### config.mk
export PLATFORM = sky130hd
export DESIGN_NAME = i2s_tx
export DESIGN_NICKNAME = d
export VERILOG_FILES = /design/src/rtl/i2s_pkg.sv /design/src/rtl/i2s_bclk_gen.sv /design/src/rtl/i2s_tx.sv
export SDC_FILE = /design/constraint.sdc
export NUM_CORES = 1
export LEC_CHECK = 0
export CAP_MARGIN = 10
export CORE_ASPECT_RATIO = 0.6
export CORE_MARGIN = 3
export CORE_UTILIZATION = 56
export DETAILED_ROUTE_END_ITERATION = 12
export GPL_ROUTABILITY_DRIVEN = 0
export MAX_ROUTING_LAYER = met4
export PLACE_DENSITY = 0.76
export SLEW_MARGIN = 20
export SYNTH_ARGS = -nofsm -noshare
export SYNTH_HDL_FRONTEND = slang
export SYNTH_SLANG_ARGS = --single-unit
export TNS_END_PERCENT = 5
### constraint.sdc
create_clock -name clk -period 2.25 [get_ports clk]
set_input_delay 0.225 -clock clk [delete_from_list [all_inputs] [get_ports clk]]
set_output_delay 0.225 -clock clk [all_outputs]
set_load 0.02 [all_outputs]
### src/rtl/i2s_pkg.sv
// Shared definitions for the I2S transmit path.
//   DEF_DATA_W    : default sample width per channel
//   DEF_SLOT_W    : default BCLK periods per channel slot
//   DEF_BCLK_HALF : default system clocks per BCLK half-period
//   stereo_sample_t : one left/right sample pair at the default width
package i2s_pkg;

  localparam int DEF_DATA_W    = 24;
  localparam int DEF_SLOT_W    = 32;
  localparam int DEF_BCLK_HALF = 4;

  typedef struct packed {
    logic [DEF_DATA_W-1:0] left;
    logic [DEF_DATA_W-1:0] right;
  } stereo_sample_t;

endpackage

### src/rtl/i2s_bclk_gen.sv
// Bit-clock generator for the I2S transmitter.
// Ports:
//   clk, rst  : system clock, synchronous active-high reset
//   en        : run enable; low parks the divider and holds bclk at 0
//   bclk      : registered bit clock, half-period of BCLK_HALF clks
//   rise_tick : high in the clk whose edge takes bclk 0->1
//   fall_tick : high in the clk whose edge takes bclk 1->0
module i2s_bclk_gen
  import i2s_pkg::*;
#(
  parameter int BCLK_HALF = DEF_BCLK_HALF
) (
  input  logic clk,
  input  logic rst,
  input  logic en,
  output logic bclk,
  output logic rise_tick,
  output logic fall_tick
);

  localparam int DIV_W = (BCLK_HALF > 1) ? $clog2(BCLK_HALF) : 1;
  localparam logic [DIV_W-1:0] DIV_LAST = DIV_W'(BCLK_HALF - 1);

  logic [DIV_W-1:0] div_cnt;
  logic             wrap;

  // The strobes announce the toggle that the next edge performs, so the
  // sequencer can update lrclk/sdata on the very same edge as bclk.
  assign wrap      = en && (div_cnt == DIV_LAST);
  assign rise_tick = wrap && !bclk;
  assign fall_tick = wrap && bclk;

  // Divider: parking bclk low while disabled guarantees that the first
  // toggle after enable is a rising one.
  always_ff @(posedge clk) begin
    if (rst) begin
      div_cnt <= '0;
      bclk    <= 1'b0;
    end else if (!en) begin
      div_cnt <= '0;
      bclk    <= 1'b0;
    end else if (wrap) begin
      div_cnt <= '0;
      bclk    <= !bclk;
    end else begin
      div_cnt <= div_cnt + 1'b1;
    end
  end

endmodule

### src/rtl/i2s_tx.sv
// I2S serializer towards the codec DAC.
// Ports:
//   clk, rst           : system clock, synchronous active-high reset
//   en                 : run enable; low drives bclk/lrclk/sdata to 0
//   in_valid/in_ready  : sample-pair handshake into a one-deep holding register
//   in_left, in_right  : two's complement samples, DATA_W bits each
//   bclk, lrclk, sdata : registered I2S bus, MSB first, one-BCLK data delay
//   frame_start        : one-clk pulse when a frame is loaded
//   underflow          : one-clk pulse when a frame is loaded with nothing held
module i2s_tx
  import i2s_pkg::*;
#(
  parameter int DATA_W    = DEF_DATA_W,
  parameter int SLOT_W    = DEF_SLOT_W,
  parameter int BCLK_HALF = DEF_BCLK_HALF
) (
  input  logic              clk,
  input  logic              rst,
  input  logic              en,
  input  logic              in_valid,
  input  logic [DATA_W-1:0] in_left,
  input  logic [DATA_W-1:0] in_right,
  output logic              in_ready,
  output logic              bclk,
  output logic              lrclk,
  output logic              sdata,
  output logic              frame_start,
  output logic              underflow
);

  localparam int K_W = $clog2(2 * SLOT_W);
  localparam logic [K_W-1:0] K_LAST  = K_W'(2 * SLOT_W - 1);
  localparam logic [K_W-1:0] K_SLOT  = K_W'(SLOT_W);
  localparam logic [K_W-1:0] K_L_END = K_W'(DATA_W);
  localparam logic [K_W-1:0] K_R_BEG = K_W'(SLOT_W + 1);
  localparam logic [K_W-1:0] K_R_END = K_W'(SLOT_W + DATA_W);

  logic              rise_tick;
  logic              fall_tick;
  logic [K_W-1:0]    k;
  logic [DATA_W-1:0] hold_left;
  logic [DATA_W-1:0] hold_right;
  logic              hold_full;
  logic [DATA_W-1:0] left_sr;
  logic [DATA_W-1:0] right_sr;
  logic              next_bit;
  logic              accept;
  logic              load;

  i2s_bclk_gen #(
    .BCLK_HALF (BCLK_HALF)
  ) u_bclk_gen (
    .clk       (clk),
    .rst       (rst),
    .en        (en),
    .bclk      (bclk),
    .rise_tick (rise_tick),
    .fall_tick (fall_tick)
  );

  assign accept = in_valid && in_ready;
  assign load   = fall_tick && (k == '0);

  // Holding register. in_ready mirrors !hold_full as a register, and an
  // accept can only meet a load that finds the register empty (an
  // underflow load), so the two never fight over hold_full.
  always_ff @(posedge clk) begin
    if (rst) begin
      hold_left  <= '0;
      hold_right <= '0;
      hold_full  <= 1'b0;
      in_ready   <= 1'b1;
    end else if (accept) begin
      hold_left  <= in_left;
      hold_right <= in_right;
      hold_full  <= 1'b1;
      in_ready   <= 1'b0;
    end else if (load) begin
      hold_full  <= 1'b0;
      in_ready   <= 1'b1;
    end
  end

  // Frame sequencer. k is the index of the upcoming fall tick. The data bit
  // for that fall is pulled out of the shift registers on the preceding rise
  // tick, so the fall tick itself is a plain register transfer. The rise
  // before k=1 always follows the k=0 load, so it sees the new frame.
  always_ff @(posedge clk) begin
    if (rst) begin
      k           <= '0;
      lrclk       <= 1'b0;
      sdata       <= 1'b0;
      next_bit    <= 1'b0;
      left_sr     <= '0;
      right_sr    <= '0;
      frame_start <= 1'b0;
      underflow   <= 1'b0;
    end else begin
      frame_start <= load;
      underflow   <= load && !hold_full;
      if (!en) begin
        k        <= '0;
        lrclk    <= 1'b0;
        sdata    <= 1'b0;
        next_bit <= 1'b0;
      end else begin
        if (rise_tick) begin
          if ((k != '0) && (k <= K_L_END)) begin
            next_bit <= left_sr[DATA_W-1];
            left_sr  <= left_sr << 1;
          end else if ((k >= K_R_BEG) && (k <= K_R_END)) begin
            next_bit <= right_sr[DATA_W-1];
            right_sr <= right_sr << 1;
          end else begin
            next_bit <= 1'b0;
          end
        end
        if (fall_tick) begin
          lrclk <= (k >= K_SLOT);
          sdata <= next_bit;
          k     <= (k == K_LAST) ? '0 : k + 1'b1;
          if (k == '0) begin
            if (hold_full) begin
              left_sr  <= hold_left;
              right_sr <= hold_right;
            end else begin
              left_sr  <= '0;
              right_sr <= '0;
            end
          end
        end
      end
    end
  end

endmodule

* Word-level counts from Yosys, hierarchy flattened *
Cells that the tools add are included.

operators by class
  $mul = 0
  $add $sub $neg = 2
  shift operators = 0
  reduce and logical (&&, ||, !) cells = 15
  equality and inequality tests = 2
  div/mod/pow operators = 0
  order comparisons = 4
  bitwise logic cells = 1
  multiplexer cells = 18

operators with widths
  operator               count
  $mux W24               11
  $ge A6 B6 Y1 const B   2
  $logic_and A1 B1 Y1    8
  $add A6 B1 Y6 const B  1
  $eq A6 B6 Y1 const B   1
  $le A6 B5 Y1 const B   1
  $le A6 B6 Y1 const B   1
  $logic_not A6 Y1       1
  $mux W1                6
  $mux W6                1
  $reduce_bool A6 Y1     1
  $reduce_or A3 Y1       1
  $add A2 B1 Y2 const B  1
  $eq A2 B2 Y1 const B   1
  $logic_not A1 Y1       2
  $reduce_bool A2 Y1     1
  $reduce_or A2 Y1       1
  $not A1 Y1             1

word-level totals
  bits in latches = 0
  word-level logic and storage cells = 56
  register bits = 112
  bits in writable memories = 0
  memories = 0
  ROM bits = 0

* Logic depth before layout (Yosys ltp) *
Gate-level depths: netlist (run 1).

  depth after elaboration = 7
  depth in mapped cells = 9
  mapped depth without buffers = 6

* Cells and area by module *
From an unflattened synthesis (run 1), not the netlist that was laid out.

unflattened totals
  cell total of the unflattened synthesis = 517
  area, all modules = 4664.5 µm²

by module, submodules not included
  module        cells an instance  sequential area each (µm²)  area an instance (µm²)  instances
  i2s_tx        505                2182.1                      4546.9                  1
  i2s_bclk_gen  12                 60.1                        117.6                   1

* Least setup slack after synthesis (run 1) *
Ideal clock, no wire load.

  path kind = register -> register
  start = register k[0]
  end = register right_sr[10]
  library setup time = 0.153 ns
  arrival = 1.852 ns
  buffers on the path = 3
  stages on the path, launching flop included = 10
  path slack = 0.245 ns
  cells stage by stage = dfxtp_1 -> inv_1 -> ha_1 -> or4b_1 -> buf_6 -> or2_1 -> buf_2 -> buf_6 -> a21oi_2 -> a2111oi_2

on the way
  longest elaborated chain between the ends = 7
  elaborated cells between the ends (all ways) = 12
  those cells by class = 3 x order compare; 5 x mux; 4 x reduce/logical

ends and longest elaborated chain
  item                                                 RTL line       RTL
  start, declared                                      i2s_tx.sv:40   logic [K_W-1:0] k;
  start signal, assigned                               i2s_tx.sv:121  k <= (k == K_LAST) ? '0 : k + 1'b1;
  $ge A6 B6 Y1 / $le A6 B6 Y1 (equally long branches)  i2s_tx.sv:111  end else if ((k >= K_R_BEG) && (k <= K_R_END)) begin
  $logic_and A1 B1 Y1                                  i2s_tx.sv:111
  $mux W24                                             i2s_tx.sv:111
  $mux W24                                             i2s_tx.sv:108  if ((k != '0) && (k <= K_L_END)) begin
  $mux W24                                             i2s_tx.sv:107  if (rise_tick) begin
  $mux W24                                             i2s_tx.sv:122  if (k == '0) begin
  $mux W24 (*)                                         i2s_tx.sv:118  if (fall_tick) begin
  end signal, assigned                                 i2s_tx.sv:113  right_sr <= right_sr << 1;
  end signal, assigned                                 i2s_tx.sv:125  right_sr <= hold_right;
  end, declared                                        i2s_tx.sv:45   logic [DATA_W-1:0] right_sr;

Every way passes the cells marked *; elsewhere a longest branch is shown, timed or not.
A chain may end at the register's enable or synchronous reset.

* Worst setup path in the final report (run 1) *
  start = register k[1]
  end = register left_sr[21]

on the way
  longest elaborated chain between the ends = 6
  elaborated cells between the ends (all ways) = 8
  those cells by class = 1 x order compare; 4 x mux; 3 x reduce/logical

ends and longest elaborated chain
  item                                                       RTL line       RTL
  $le A6 B5 Y1 / $reduce_bool A6 Y1 (equally long branches)  i2s_tx.sv:108
  $logic_and A1 B1 Y1                                        i2s_tx.sv:108
  $mux W24                                                   i2s_tx.sv:108
  $mux W24                                                   i2s_tx.sv:107
  $mux W24                                                   i2s_tx.sv:122
  $mux W24 (*)                                               i2s_tx.sv:118
  end signal, assigned                                       i2s_tx.sv:110  left_sr <= left_sr << 1;
  end signal, assigned                                       i2s_tx.sv:124  left_sr <= hold_left;
  end, declared                                              i2s_tx.sv:44   logic [DATA_W-1:0] left_sr;

Marked as above.

==> flow_summary.yaml, run 1 <==
status:
  outcome: "finished, final reports clean"
die:
  placement_rows: 26
  io-pin-count: 58
  floorplan.initialDensity_pct: 60.1
  floorplan.core_area_um2: 8850
  chipWidth_um: 132
  die-height_um: 81.5
  die_area_um2: 10700
clocking:
  cts_max_path_buffers: 2
  clk_pin_slew_ns: 0.07
  tritoncts_num_sinks: 112
  clk_root_buffer_cell: "sky130_fd_sc_hd__clkbuf_16"
  worstSkewPairLatency_ns: 0.35
  clock_tree_from_tritoncts: "done"
  htree_num_levels: 3
  numCtsBuffers: 9
worst_setup_path:
  critical_path.max_stage_delay_ns: 0.49
  regToRegSetupSlack_ns: 0.07
  critPathMostFrequentCell: "sky130_fd_sc_hd__buf_12"
  setup.worst_path.end_class: "flip-flop"
  worst-endpoint-required_ns: 2.50
  worst_ep_arrival_time_ns: 2.43
  worstPathBufferInverterCount: 3
  worst-setup-path-type: "reg2reg"
  critical_path.top_delay_family: "compound AO/OA/AOI/OAI gates"
  cp_cell_sequence: "inv_1, ha_1, or4b_4, buf_12, o2111a_4, buf_12, o31a_1, o32ai_1"
  setup.worst_path.start_class: "flip-flop"
  timing.critical_path.fanout_max: 48
  slowest_cp_cell: "sky130_fd_sc_hd__or4b_4"
timing:
  finalWorstPathRequiredPeriod_ns: 2.18
  number_of_pins_exceeding_their_max_slew_limit_in_the_final_report: 0
  number_of_hold_slack_violations_in_the_final_timing_report: 0
  skew_ns: 0.00548
  final_min_period_over_clock_period_pct: 97.0
  tightest_slew_ns: 0.778
  max_freq_mhz: 458
  setup_viol: 0
  slew-limit-headroom_pct: 48.1
yosys:
  ys_seq_elements: 112
  yosys_synthesis_warning_count: 0
  syn_inst: 623
  syn_area_um2: 5320
  number_of_enable_type_register_cells_in_the_synthesized_netlist: 0
  synth_cell_type_count: 42
  synthArstFlopShare_pct: 0
  ys_seq_area_share_pct: 42.2
  synthFlopType: "sky130_fd_sc_hd__dfxtp_1"
  postSynthAreaPerCell_um2: 8.53
  synth.net_count: 680
final_layout:
  layout.nets: 706
  layout-area-overhead-vs-synth_pct: 18.8
  n_antenna_cell: 0
  finish.instance_area_um2: 6310
  final_layout_size_suffix_gt1_share_pct: 13.6
routing:
  detailedRoute.firstPassIterationCount: 5
  dr_total_vias: 4695
  drt-wirelength-per-cell_um: 16.5
  drcViolationCount: 0
  detail_route.vias_per_cell: 6.02
  antenna_left: 0
  postRouteWirelength_um: 12900
  drt_iter0_drc: 469
global_route:
  groute.usage.overall_pct: 25.3
  grt_start_max_net_pins: 64
  gr-total-overflow: 0
  first_global_vias: 4446
  antenna_found_initial: 0
  grt_pass1_wl_um: 21500
min_path:
  timing.hold.worst.class: "in2reg"
flow_run:
  maxCapViolCount: 0
pwr:
  power.ir.vdd_worst_uv: 366
  pwr_density_cell_nw_per_um2: 667
  static-leakage-power_nw: 2.09
  design_power_total_mw: 4.21
placed_design:
  port-buffer-count: 57
  post_dp_cell_area_um2: 5980
  place_hpwl_um: 8140
worst reg2reg max path: stages (launching register included):
cell	delay (ns)
sky130_fd_sc_hd__dfxtp_1	0.31
sky130_fd_sc_hd__inv_1	0.11
sky130_fd_sc_hd__ha_1	0.19
sky130_fd_sc_hd__or4b_4	0.49
sky130_fd_sc_hd__buf_12	0.19
sky130_fd_sc_hd__o2111a_4	0.16
sky130_fd_sc_hd__buf_12	0.18
sky130_fd_sc_hd__o31a_1	0.32
sky130_fd_sc_hd__o32ai_1	0.14
state kept, by name, indices dropped and copies added, names as in the netlist:
| signal | flops |
|---|---|
| hold_full | 1 |
| k | 6 |
| hold_left | 24 |
| underflow | 1 |
| hold_right | 24 |
| left_sr | 24 |
| frame_start | 1 |
| next_bit | 1 |
| u_bclk_gen.div_cnt | 2 |
| right_sr | 24 |
| u_bclk_gen.bclk | 1 |
| sdata | 1 |
| lrclk | 1 |
| in_ready | 1 |
path summary, 6_finish.rpt:
path | start | depth (start not counted) | to
worst min register to register | u_bclk_gen.div_cnt[0] | 1 | u_bclk_gen.div_cnt[0]
worst min-delay path | rst | 2 | hold_left[13]
worst max-delay path | k[1] | 8 | left_sr[21]
worst max register to register | k[1] | 8 | left_sr[21]
through the flow:
step	std cells	hold slack (ns)	util [%]	TNS (ns)	worst slack, ns
5_1_grt	780	0.264	71.3	-0.200	-0.0321
6_report	780	0.271	71.3	0	0.0682
4_1_cts	780	0.256	71.3	0	0.0719
3_3_place_gp	764	0.413	67.5	0	0.183
3_5_place_dp	764	0.447	67.5	0	0.0893
2_1_floorplan	623	0.305	-	0	0.245
synth_stat cells, drive strengths merged (2+ instances only):
library cell,count,area [um^2]
xnor2,5,43.8
clkbuf,39,146
a31oi,23,144
nor2b,2,12.5
inv,26,97.6
dfxtp,112,2240
ha,5,62.6
or2,3,18.8
or4b,2,23.8
nand3,4,20.0
nand2b,2,12.5
o211ai,2,20.0
a21oi,101,566
o32ai,23,201
a2111oi,23,345
nand4,2,12.5
o31a,23,201
buf,25,186
o21ai,24,120
a211oi,23,173
nor3,4,25.0
nand2,99,372
nor2,40,166
what timing repair did:
action                     CTS  global route
gates resized for setup      0             2
setup endpoints to repair    0            29
hold endpoints to repair     0             0
setup buffers                0             0
hold buffers                 0             0
layout by cell type (no fill, tap or decap), drive strengths merged, types with 2 or more instances in the layout:
| cell type | instances |
|---|---|
| nor3 | 4 |
| nand4 | 2 |
| bufinv | 2 |
| clkbuf | 10 |
| xnor2 | 5 |
| ha | 5 |
| nor2b | 2 |
| nand3 | 4 |
| inv | 28 |
| o31a | 23 |
| buf | 23 |
| or2 | 3 |
| o21ai | 24 |
| o32ai | 23 |
| or4b | 2 |
| clkdlybuf4s50 | 56 |
| a31oi | 23 |
| nor2 | 40 |
| nand2b | 2 |
| a21oi | 101 |
| o211ai | 2 |
| a2111oi | 23 |
| a211oi | 23 |
| dfxtp | 112 |
| nand2 | 99 |
kinds of logic after synthesis:
group	synth area share (%)
compound gates	34.0
simple gates	13.3
flops	42.2
buf+inv	8.10
xor+xnor	0.989
fa+ha+maj	1.18
mux	0.188
cell type report:
cell class | instances | area [um^2]
Multi-Input combinational cell | 421 | 2650
Fill cell | 684 | 2540
Sequential cell | 112 | 2240
Timing Repair Buffer | 79 | 835
Clock buffer | 10 | 239
Tap cell | 126 | 158
Inverter | 26 | 97.6
Clock inverter | 6 | 90.1
power breakdown:
part           leakage, nW  switching, mW  total, mW  internal [mW]
Sequential           0.911         0.0413       2.08           2.04
Combinational         1.02          0.195      0.367          0.172
Clock                0.159          0.751       1.76           1.01
layer usage:
metal / wire length, um / global-route usage [%] / up-vias
li1: - / - / 2296
met1: 6160 / 34.5 / 2229
met2: 5810 / 38.8 / 154
met4: 132 / 6.71 / 0
met3: 768 / 5.45 / 16
met5: 0 / - / -
(Power assumes the default switching activity.)
==> run 2, diff against run 1 <==
Settings changed: CORE_MARGIN 3 to 5.
==> run 2 against run 1 <==
Compared with the run above: die area grew 8.1%; non-clock buffer count shrank 2; sequential cell count is the same; register-to-register slack gained 0.04 ns; worst setup slack gained 0.036 ns; count of clock-buffer cells in the layout grew 4; core utilization shrank 3.7 points; first-iteration DRC count grew 2.1%.
==> flow_summary.yaml, run 2 (synthesized netlist as in run 1, its figures left out) <==
status:
  outcome: "finished, final reports clean"
routing:
  detail_route.vias_per_cell: 6.10
  detailroute.wirelength.met3_um: 967
  m1WireLength_um: 6080
  detailedRoute.firstPassIterationCount: 5
  drcViolationCount: 0
  route.top_layer_used: "met4"
  met2_wirelength_um: 6180
  dr_total_vias: 4775
  postRouteWirelength_um: 13400
  drt_iter0_drc: 479
  drt-wirelength-per-cell_um: 17.1
  antenna_left: 0
clocking:
  post_cts_buffers: 0
  worstSkewPairLatency_ns: 0.35
  clock_tree_from_tritoncts: "done"
  cts_max_path_buffers: 2
  clk_root_buffer_cell: "sky130_fd_sc_hd__clkbuf_16"
  clk_pin_slew_ns: 0.07
  htree_num_levels: 3
  tritoncts_num_sinks: 112
  postCtsHoldBufs: 0
  numCtsBuffers: 9
worst_setup_path:
  setup.worst_path.end_class: "flip-flop"
  setup.worst_path.start_class: "flip-flop"
  worst-setup-path-type: "reg2reg"
  worst_ep_arrival_time_ns: 2.39
  reg2regPathDepth: 5
  worst-endpoint-required_ns: 2.49
  cp_cell_sequence: "ha_1, and3b_1, o2111a_2, a21oi_1, o32ai_1"
  critical_path.max_stage_delay_ns: 0.60
  slowest_cp_cell: "sky130_fd_sc_hd__o2111a_2"
  timing.critical_path.fanout_max: 24
global_route:
  grt_pass1_wl_um: 21500
  grt_start_max_net_pins: 78
  antenna_found_initial: 0
  groute.usage.overall_pct: 23.1
  first_global_vias: 4468
  gr-total-overflow: 0
final_layout:
  multi_input_area_um2: 2660
  final_layout_size_suffix_gt1_share_pct: 13.2
  finish.instance_area_um2: 6240
  layout_commonest_cell: "sky130_fd_sc_hd__dfxtp_1"
  regArea_um2: 2240
  layout-area-overhead-vs-synth_pct: 17.3
  mostFrequentLayoutCells: "sky130_fd_sc_hd__dfxtp_1 (111), sky130_fd_sc_hd__nand2_1 (99), sky130_fd_sc_hd__a21oi_1 (85)"
  n_antenna_cell: 0
  n_fill_cell: 752
  layout.nets: 705
timing:
  number_of_pins_exceeding_their_max_slew_limit_in_the_final_report: 0
  setup_viol: 0
  slew-limit-headroom_pct: 39.0
  grt_setup_unrepaired: "false"
  finalWorstSetupSlack_ns: 0.104
  tightest_slew_ns: 0.915
  final_min_period_over_clock_period_pct: 95.4
  skew_ns: 0.00528
  max_freq_mhz: 466
  finalWorstPathRequiredPeriod_ns: 2.15
  number_of_hold_slack_violations_in_the_final_timing_report: 0
die:
  placement_rows: 27
  floorplan.core_area_um2: 9220
  die_area_um2: 11600
  io-pin-count: 58
  floorplan.initialDensity_pct: 57.6
  die-height_um: 85.5
  chipWidth_um: 136
min_path:
  timing.hold.worst.class: "in2reg"
  hold-path-cell-count: 3
flow_run:
  maxCapViolCount: 0
placed_design:
  post_place_setup_slack_ns: -0.00366
  post_dp_cell_area_um2: 5930
  place_hpwl_um: 8250
  port-buffer-count: 57
pwr:
  pwr_density_cell_nw_per_um2: 639
  netSwitchingPower_mw: 0.938
  cellInternalPower_mw: 3.05
  share_comb_of_total_power_pct: 9.1
  power.ir.vdd_worst_uv: 382
  p_sw_share_pct: 23.5
  power_frac_seq_pct: 52.2
  static-leakage-power_nw: 2.05
  clock_power_share_pct: 38.7
-- run 2: changes by cell type in the layout (fill, tap and decap cells not counted), sizes merged --
cell / previous run / this run
inv: 28 / 26
bufinv: 2 / 0
o2111a: 1 / 2
clkbuf: 10 / 14
buf: 23 / 21
-- run 2: layout make-up --
type                            instances  share of cell area [%]
Inverter                               26                    1.56
Timing Repair Buffer                   77                    12.6
Multi-Input combinational cell        422                    42.7
Clock inverter                          2                   0.201
Sequential cell                       112                    36.0
Clock buffer                           14                    4.39
Tap cell                              130                    2.61
-- run 2: path summary, 6_finish.rpt --
kind                         start               endpoint  slack, ns
min reg2reg  u_bclk_gen.div_cnt[0]  u_bclk_gen.div_cnt[0]       0.43
max reg2reg  u_bclk_gen.div_cnt[0]            left_sr[21]       0.10
max          u_bclk_gen.div_cnt[0]            left_sr[21]       0.10
min                   in_right[17]         hold_right[17]       0.41
-- run 2: power groups by stage --
stage / Clock (mW) / Sequential [mW] / Combinational (mW)
after global placement: 0 / 2.12 / 0.345
final: 1.54 / 2.08 / 0.363
after CTS: 1.56 / 2.08 / 0.362
after floorplan: 0 / 2.11 / 0.213
after detailed placement: 0 / 2.13 / 0.360
after global routing: 1.65 / 2.09 / 0.397
-- run 2: stage by stage --
step | setup TNS [ns] | power (mW) | hold slack [ns] | utilization (%) | instances
2_1_floorplan | 0 | 2.32 | 0.305 | - | 623
3_3_place_gp | 0 | 2.47 | 0.413 | 64.3 | 766
3_5_place_dp | -0.00389 | 2.49 | 0.428 | 64.3 | 766
4_1_cts | -0.0131 | 4.00 | 0.409 | 67.4 | 782
5_1_grt | 0 | 4.14 | 0.407 | 67.6 | 783
6_report | 0 | 3.99 | 0.413 | 67.6 | 783
-- run 2: metal layers --
metal | vias up | global-route usage (%)
met2 | 212 | 35.6
met3 | 18 | 5.45
li1 | 2286 | -
met1 | 2259 | 30.3
met4 | 0 | 6.86
met5 | - | -
-- run 2: repair_timing --
item                       CTS  global route
gates cloned                 0             1
pin swaps                    0             8
setup endpoints to repair    1            46
gates resized for setup      1             3
-- run 2: worst max-delay path: cells and delay by family, from the launching register on --
kind                       cells  cell delay, ns
DFF                            1            0.34
adders and majority gates      1            0.29
AOI/OAI and AO/OA              3            1.02
and+or+nand+nor                1            0.39
==> run 3, diff against run 2 <==
Settings changed: CELL_PAD_IN_SITES_DETAIL_PLACEMENT set to 2, CELL_PAD_IN_SITES_GLOBAL_PLACEMENT set to 2, CORE_MARGIN 5 to 3, CORE_UTILIZATION 56 to 34.
==> run 3 against run 2 <==
Compared with the run above: die area grew 48%; fmax is 0.71% lower; count of clock-buffer cells in the layout shrank 3.
==> flow_summary.yaml, run 3 (synthesized netlist as in run 1, its figures left out) <==
global_route:
  groute.usage.overall_pct: 20.5
  gr-total-overflow: 0
  antenna_found_initial: 0
  grt_pass1_wl_um: 27800
  busiest_layer: "met2"
  grt_start_max_net_pins: 78
  grt_util_met1_pct: 26.6
  grtUsageMet2_pct: 34.2
  globalRouteMet3Util_pct: 3.83
  first_global_vias: 5214
timing:
  finalWorstPathRequiredPeriod_ns: 2.16
  number_of_pins_exceeding_their_max_slew_limit_in_the_final_report: 0
  grt_setup_unrepaired: "true"
  setup_viol: 0
  slew-limit-headroom_pct: 61.8
  final_min_period_over_clock_period_pct: 96.1
  tightest_slew_ns: 0.574
  max_freq_mhz: 463
  finalWorstSetupSlack_ns: 0.0885
  number_of_hold_slack_violations_in_the_final_timing_report: 0
  skew_ns: 0.00803
die:
  floorplan.core_area_um2: 14900
  io-pin-count: 58
  chipWidth_um: 167
  placement_rows: 34
  die_area_um2: 17200
  die-height_um: 103
  floorplan.initialDensity_pct: 35.7
clocking:
  htree_num_levels: 3
  post_cts_buffers: 0
  tritoncts_num_sinks: 112
  numCtsBuffers: 9
  clk_pin_slew_ns: 0.07
  clock_tree_from_tritoncts: "done"
  clk_root_buffer_cell: "sky130_fd_sc_hd__clkbuf_16"
  cts_max_path_buffers: 2
  worstSkewPairLatency_ns: 0.35
  postCtsHoldBufs: 0
pwr:
  pwr_density_cell_nw_per_um2: 623
  power.ir.vdd_worst_uv: 281
  static-leakage-power_nw: 2.08
placed_design:
  post_place_setup_slack_ns: 0.0157
  post_dp_cell_area_um2: 6110
  place_hpwl_um: 11000
  place.detailed.instances: 842
  port-buffer-count: 57
routing:
  postRouteWirelength_um: 16700
  drcViolationCount: 0
  detail_route.vias_per_cell: 5.61
  drt_iter0_drc: 193
  dr_total_vias: 4799
  drt-wirelength-per-cell_um: 19.6
  detailedRoute.firstPassIterationCount: 4
  antenna_left: 0
final_layout:
  layout.nets: 712
  layout_commonest_cell: "sky130_fd_sc_hd__dfxtp_1"
  layout-area-overhead-vs-synth_pct: 20.2
  finish.instance_area_um2: 6390
  final_layout_size_suffix_gt1_share_pct: 14.1
  n_antenna_cell: 0
  mostFrequentLayoutCells: "sky130_fd_sc_hd__dfxtp_1 (111), sky130_fd_sc_hd__nand2_1 (99), sky130_fd_sc_hd__a21oi_1 (85)"
  final_cell_count_no_fill: 856
  n_fill_cell: 1656
worst_setup_path:
  worst_ep_arrival_time_ns: 2.40
  timing.critical_path.fanout_max: 24
  worst-endpoint-required_ns: 2.49
  worst-setup-path-type: "reg2reg"
  setup.worst_path.start_class: "flip-flop"
  setup.worst_path.end_class: "flip-flop"
status:
  outcome: "finished, final reports clean"
min_path:
  timing.hold.worst.class: "in2reg"
flow_run:
  maxCapViolCount: 0
==> run 3: final cells by class <==
class	instances	area (um^2)	area share, %
multi-input combinational	421	2660	41.6
sequential	112	2240	35.1
timing repair buffer	85	880	13.8
tap	198	248	3.88
clock buffer	11	243	3.80
inverter	26	97.6	1.53
clock inverter	3	20.0	0.313
==> run 3: worst paths after layout <==
check | end | slack, ns | start | depth (start not counted)
worst max-delay path | right_sr[17] | 0.09 | k[1] | 8
worst min-delay path | hold_left[9] | 0.42 | in_left[9] | 3
worst max register to register | right_sr[17] | 0.09 | k[1] | 8
worst min register to register | u_bclk_gen.div_cnt[0] | 0.44 | u_bclk_gen.div_cnt[0] | 1
==> run 3: layer usage <==
metal | vias up | routed length (um)
met2 | 54 | 7820
met4 | 0 | 146
met5 | - | 0
li1 | 2303 | -
met3 | 12 | 438
met1 | 2430 | 8330
==> run 3: power breakdown <==
part / switching, mW / internal [mW]
clock network: 0.743 / 0.770
registers: 0.0474 / 2.04
logic: 0.206 / 0.174
total: 0.997 / 2.98
==> run 3: what timing repair did <==
action | CTS | global route
pin swaps | 0 | 0
endpoints found under the setup margin | 2 | 7
resized for setup | 2 | 1
cloned | 0 | 0
==> run 3: critical path, stage by stage, from the launching register on <==
cell	delay, ns
sky130_fd_sc_hd__dfxtp_1	0.31
sky130_fd_sc_hd__inv_1	0.10
sky130_fd_sc_hd__ha_1	0.18
sky130_fd_sc_hd__or4b_4	0.51
sky130_fd_sc_hd__buf_12	0.18
sky130_fd_sc_hd__nor2_8	0.13
sky130_fd_sc_hd__buf_12	0.17
sky130_fd_sc_hd__a31oi_1	0.07
sky130_fd_sc_hd__a2111oi_2	0.40
==> run 3: stage by stage <==
step	total power [mW]	setup TNS, ns	hold slack, ns	utilization (%)
finish	3.98	0	0.418	42.9
global route	4.14	-0.216	0.419	42.9
CTS	4.03	0	0.409	42.9
detailed placement	2.51	0	0.424	41.0
global placement	2.49	0	0.414	41.0
floorplan	2.32	0	0.305	-
